$ cat src/rtl/rms_pkg.sv
// Shared types and width helpers for the RMS path (mean-square estimator and
// downstream stages).
package rms_pkg;

    // Widest square: DW up to 32 gives a 63-bit unsigned magnitude.
    localparam int unsigned SqMaxW = 63;

    function automatic int unsigned acc_width(input int unsigned dw, input int unsigned log2n);
        return 2 * dw - 1 + log2n;
    endfunction

    function automatic int unsigned out_width(input int unsigned dw);
        return 2 * dw;
    endfunction

    typedef struct packed {
        logic              valid;
        logic              last;
        logic [SqMaxW-1:0] sq;
    } s1_rec_t;

endpackage

$ cat src/rtl/square_reg.sv
// Registered signed square with valid/last pass-through; the square is held
// when no sample is presented.
module square_reg
    import rms_pkg::*;
#(
    parameter int unsigned DW = 16
) (
    input  logic          clk,
    input  logic          reset,
    input  logic          valid,
    input  logic          last,
    input  logic [DW-1:0] data,
    output s1_rec_t       rec
);

    logic signed [2*DW-1:0] data_ext;
    logic signed [2*DW-1:0] prod;
    s1_rec_t                rec_d, rec_q;

    assign data_ext = $signed({{DW{data[DW-1]}}, data});
    assign prod     = data_ext * data_ext;

    always_comb begin
        rec_d       = rec_q;
        rec_d.valid = valid;
        if (valid) begin
            rec_d.last = last;
            // A square is never negative, so the sign bit is always zero.
            rec_d.sq   = SqMaxW'($unsigned(prod));
        end
    end

    always_ff @(posedge clk) begin
        if (reset) begin
            rec_q <= '0;
        end else begin
            rec_q <= rec_d;
        end
    end

    assign rec = rec_q;

endmodule

$ cat src/rtl/mean_square.sv
// Streaming mean-square estimator: squares each accepted sample and emits the
// floor mean of the squares over non-overlapping windows of 2^LOG2N samples.
module mean_square
    import rms_pkg::*;
#(
    parameter int unsigned DW    = 16,
    parameter int unsigned LOG2N = 8
) (
    input  logic            clk,
    input  logic            reset,
    input  logic            clear,
    input  logic            sink_valid,
    input  logic [DW-1:0]   sink,
    output logic [2*DW-1:0] source,
    output logic            source_valid,
    output logic [LOG2N:0]  count
);

    localparam int unsigned    AccW   = acc_width(DW, LOG2N);
    localparam int unsigned    OutW   = out_width(DW);
    localparam logic [LOG2N:0] CntMax = (LOG2N + 1)'((1 << LOG2N) - 1);
    localparam logic [LOG2N:0] CntOne = (LOG2N + 1)'(1);

    s1_rec_t        s1;
    logic           last_in;
    logic [LOG2N:0] count_d, count_q;
    logic [AccW-1:0] acc_d, acc_q;
    logic [AccW-1:0] sq_ext, sum;
    logic [OutW-1:0] mean;
    logic [OutW-1:0] source_d, source_q;
    logic            source_valid_d, source_valid_q;

    // A sample arriving with clear is sample 0 of a fresh window.
    assign last_in = clear ? (LOG2N == 0) : (count_q == CntMax);

    square_reg #(
        .DW(DW)
    ) u_square_reg (
        .clk  (clk),
        .reset(reset),
        .valid(sink_valid),
        .last (last_in),
        .data (sink),
        .rec  (s1)
    );

    always_comb begin
        count_d = count_q;
        if (clear) begin
            count_d = (sink_valid && (LOG2N != 0)) ? CntOne : '0;
        end else if (sink_valid) begin
            count_d = (count_q == CntMax) ? '0 : count_q + CntOne;
        end
    end

    assign sq_ext = AccW'(s1.sq);
    assign sum    = acc_q + sq_ext;
    assign mean   = OutW'(sum >> LOG2N);

    // clear squashes the in-flight square, even a window-closing one.
    always_comb begin
        acc_d          = acc_q;
        source_d       = source_q;
        source_valid_d = 1'b0;
        if (clear) begin
            acc_d = '0;
        end else if (s1.valid) begin
            if (s1.last) begin
                source_d       = mean;
                source_valid_d = 1'b1;
                acc_d          = '0;
            end else begin
                acc_d = sum;
            end
        end
    end

    always_ff @(posedge clk) begin
        if (reset) begin
            count_q        <= '0;
            acc_q          <= '0;
            source_q       <= '0;
            source_valid_q <= 1'b0;
        end else begin
            count_q        <= count_d;
            acc_q          <= acc_d;
            source_q       <= source_d;
            source_valid_q <= source_valid_d;
        end
    end

    assign source       = source_q;
    assign source_valid = source_valid_q;
    assign count        = count_q;

endmodule

$ cat config.mk
export PLATFORM = sky130hd
export DESIGN_NAME = mean_square
export DESIGN_NICKNAME = d
export VERILOG_FILES = /design/src/rtl/rms_pkg.sv /design/src/rtl/square_reg.sv /design/src/rtl/mean_square.sv
export SDC_FILE = /design/constraint.sdc
export NUM_CORES = 1
export LEC_CHECK = 0
export ABC_CLOCK_PERIOD_IN_PS = 6650
export CORE_UTILIZATION = 58
export DETAILED_ROUTE_END_ITERATION = 12
export PLACE_DENSITY = 0.89
export SYNTH_ARGS = -nofsm -noshare
export SYNTH_HDL_FRONTEND = slang
export SYNTH_HIERARCHICAL = 1
export SYNTH_SLANG_ARGS = --single-unit
$ cat constraint.sdc
create_clock -name clk -period 6.65 [get_ports clk]
set_input_delay 1.33 -clock clk [delete_from_list [all_inputs] [get_ports clk]]
set_output_delay 1.33 -clock clk [all_outputs]
set_load 0.03 [all_outputs]
# Word level (Yosys, flattened, before mapping)
# Cells that the tools add are included.
dict set report word_totals {
  register_bits 114
  in_bits 20
  out_inout_bits 42
  wordCells 24
}
dict set report classes {
  addsub 2
  multipliers 1
  n_eq_ne 1
  mux 7
  bitwise_logic 2
  n_reduce_logical 4
}
# op count
set ops {}
lappend ops {{39-bit by 32-bit adder with 39-bit output} 1}
lappend ops {{39-bit 2-to-1 mux} 1}
lappend ops {{16-bit by 16-bit multiplier with 32-bit output} 1}
lappend ops {{9-bit 2-to-1 mux} 3}
lappend ops {{9-bit by 1-bit adder with 9-bit output (second input constant)} 1}
lappend ops {{9-bit by 8-bit == test with 1-bit output (second input constant)} 1}
lappend ops {{1-bit 2-to-1 mux} 3}
lappend ops {{3-bit AND reduction} 1}
lappend ops {{3-bit OR reduction} 1}
lappend ops {{1-bit NOT} 2}
lappend ops {{2-bit nonzero test} 1}
lappend ops {{2-bit OR reduction} 1}

# Longest topological paths before layout
dict set report logic_depth {
  word_depth 4
  mapped_depth 24
  depth_no_buf 22
}

# Hierarchy
# Netlist, hierarchy kept.
# mod n_inst cells_each area_each_um2 seq_area_each_um2
set by_module_without_submodules {}
lappend by_module_without_submodules {square_reg 1 1153 10497.6 660.6}
lappend by_module_without_submodules {mean_square 1 578 4840.9 1601.5}

# Least setup slack after synthesis
# Ideal clock, no wire load.
dict set report synth_path {
  kind {input to register}
  from {input port sink[15]}
  to {register u_square_reg.rec_q (netlist bit u_square_reg/rec[26])}
  setup_ns 0.123
  arrival_ns 6.806
  required_time_ns 6.527
  slack_ns -0.279
  cell_stages 20
  path_buffers 2
  cell_sequence {clkbuf_1 -> clkbuf_1 -> nand2_1 -> fa_1 -> inv_1 -> fa_1 -> inv_1 -> fa_1 -> fa_1 -> fa_1 -> fa_1 -> inv_1 -> ha_1 -> and3_1 -> nand2_1 -> o22ai_1 -> or3b_1 -> o21ai_2 -> xor2_1 -> a211oi_2}
}
dict set report synth_via {
  elab_chain_cells 1
}
# item line
set synth_lines {}
lappend synth_lines {{from (decl)} mean_square.sv:13} ;# input logic [DW-1:0] sink,
lappend synth_lines {{16-bit by 16-bit multiplier with 32-bit output} square_reg.sv:21} ;# assign prod = data_ext * data_ext;
lappend synth_lines {{to (signal assigned)} square_reg.sv:37} ;# rec_q <= rec_d;
lappend synth_lines {{to (decl)} square_reg.sv:18} ;# s1_rec_t rec_d, rec_q;
# Every way passes these cells.
# A chain may end at the register's enable or synchronous reset.

# Final worst setup path
dict set report layout_path {
  from {input port sink[8]}
  to {register u_square_reg.rec_q (netlist bit u_square_reg/rec[30])}
}
# Same word-level chain as after synthesis.

==> impl_metrics.tcl <==
set metrics [dict create \
    viasPerCell 5.65 \
    worstPathRequired_ns 6.91 \
    die_area_sq_um 26800 \
    cts_num_sinks 113 \
    r2r_setup_slack_ns 3.27 \
    fmax_mhz 151 \
    max_slew_margin_pct 11.9 \
    gp_congestion 0.948 \
    n_antenna_cell 0 \
    die_h_um 164 \
    worstPathArrival_ns 6.88 \
    io_buffers 60 \
    startpoint_type "primary input" \
    die_width_um 164 \
    syn_area_sq_um 15200 \
    coreArea_sq_um 25400 \
    wirelength_um 38600 \
    cts-htree-levels 4 \
    setup_viol_count_final 0 \
    start_util_pct 59.7 \
    dp_hpwl_um 29200 \
    hold_violations 0 \
    grt-ovfl-total 0 \
    final_core_util_pct 72.1 \
    fin_nets 2303 \
    cts_buffer_depth 2 \
    gr-usage-all-layers_pct 30.0 \
    status "complete, no violations" \
    hp-class "reg2reg" \
    final_antenna_net_count 0 \
    period_share_pct 99.5 \
    root_buffer "clkbuf_16" \
    syn_inst 1707 \
    place_inst 2213 \
    grt_max_degree 72 \
    antenna_found_initial 0 \
    routedWlPerCell_um 17.0 \
    cts_tree "built" \
    route.detailed.drc 0 \
    clk_pin_slew_ns 0.06 \
    grt_pass1_wl_um 63700 \
    vias 12777 \
    skew_ns 0.00914 \
    worst_pin_slew_ns 1.32 \
    cp_common_cell "fa_1" \
    syn-mean-instance-area_sq_um 8.88 \
    path_class "in2reg" \
    drv_slew 0 \
    insertion_delay_ns 0.42 \
    crit_path_max_incr_delay_ns 0.57 \
    final.min_clock_period_ns 6.62 \
    crit_fanout 6 \
    detail_route.iter0.violations 948 \
    drive_gt1_share_pct 17.3 \
    cap_violations 0 \
    synth_warnings 6 \
    grt_pass1_vias 13747 \
    crit_chain "dlygate4sd2_1 > buf_6 > and2_4 > fa_1 > inv_1 > fa_1 > fa_1 > inv_2 > fa_1 > fa_1 > inv_2 > fa_1 > inv_2 > ha_4 > nand2_2 > nor3_2 > o21ai_2 > a2111oi_4 > nor3_2 > o31ai_1 > o221ai_1" \
    cp-end-kind "flip-flop" \
    rows 58 \
    holdBufCountCts 0 \
    io_pins 62 \
    drtPass1Iterations 7 \
    cts_inserted_buffers 17 \
    area_growth_pct 20.8 \
    slowest_stage "fa_1" \
    instances_no_fill 2263 \
]
[final timing paths]
kind | startpoint | end | cells past startpoint
worst max-delay path | sink[8] | u_square_reg/rec[30]$_SDFFE_PP0P_ | 21
worst min-delay path | source[8]$_SDFFE_PP0P_ | source[8]$_SDFFE_PP0P_ | 2
worst max register to register | u_square_reg/rec[64]$_SDFF_PP0_ | acc_q[38]$_SDFFE_PP0P_ | 6
worst min register to register | source[8]$_SDFFE_PP0P_ | source[8]$_SDFFE_PP0P_ | 2
[per-layer routing]
layer,vias to the layer above,part of all wire [%],routed length [um],track usage (%)
met3,155,5.3,2060,4.06
li1,5858,-,-,-
met4,0,4.4,1700,12.3
met1,6325,39,15200,35.9
met2,439,51,19700,53.9
met5,-,0,0,0
[cell type report]
cell class                 instances  area (sq um)
tap                              330           413
fill                            1708          7090
sequential                       113          2260
multi-input combinational       1200         11600
timing repair buffer             255          2180
clock buffer                      21           470
inverter                         334          1250
clock inverter                    10           134
[stage by stage]
step / hold slack, ns / setup TNS, ns / area (sq um) / worst slack [ns]
2_1_floorplan: 0.429 / 0 / 15200 / 0.00507
5_1_grt: 0.477 / -0.141 / 18300 / -0.103
4_1_cts: 0.458 / 0 / 18200 / 0.0292
6_report: 0.459 / 0 / 18300 / 0.0333
3_5_place_dp: 0.451 / -9.98 / 17300 / -0.740
3_3_place_gp: 0.437 / -7.83 / 17300 / -0.613
[flip-flops by register name (all words and copies together), names as in the netlist]
| register | cells |
|---|---|
| acc_q | 39 |
| u_square_reg/rec | 33 |
| source | 31 |
| count | 9 |
| source_valid | 1 |
[worst max-delay path, delay by kind of cell]
family,cells,cell delay (ns)
fa+ha+maj,7,3.35
simple gates,4,0.44
buf+inv,6,0.62
compound gates,4,1.14
[cell usage in the layout (no fill, tap or decap), drive strengths merged, types with 6 or more instances in the layout]
| cell | count |
|---|---|
| inv | 332 |
| fa | 234 |
| buf | 193 |
| nand2 | 189 |
| ha | 128 |
| dfxtp | 113 |
| nor2 | 102 |
| a21oi | 84 |
| o21ai | 52 |
| xnor2 | 49 |
| and2 | 47 |
| clkdlybuf4s50 | 43 |
| xor2 | 37 |
| clkbuf | 35 |
| a21o | 23 |
| a211oi | 19 |
| a22oi | 15 |
| mux2i | 14 |
| nand2b | 12 |
| nand4 | 12 |
| nand3 | 11 |
| nor3 | 11 |
| a22o | 10 |
| and3 | 10 |
| o211ai | 10 |
| a31oi | 10 |
| conb | 9 |
| nor2b | 8 |
| o21a | 8 |
| nand3b | 7 |
| or2 | 7 |
| clkinv | 7 |
| or3 | 6 |
[timing repair]
item / CTS / global route
gates resized for setup: 52 / 56
setup endpoints to repair: 14 / 14
pin swaps: 23 / 35
endpoints found under the hold margin: 0 / 0
gates cloned: 3 / 2
setup buffers: 7 / 7
Power is left out: the tool's default activity adds up to more than one toggle a clock period on the data nets, which glitch-free logic cannot reach.
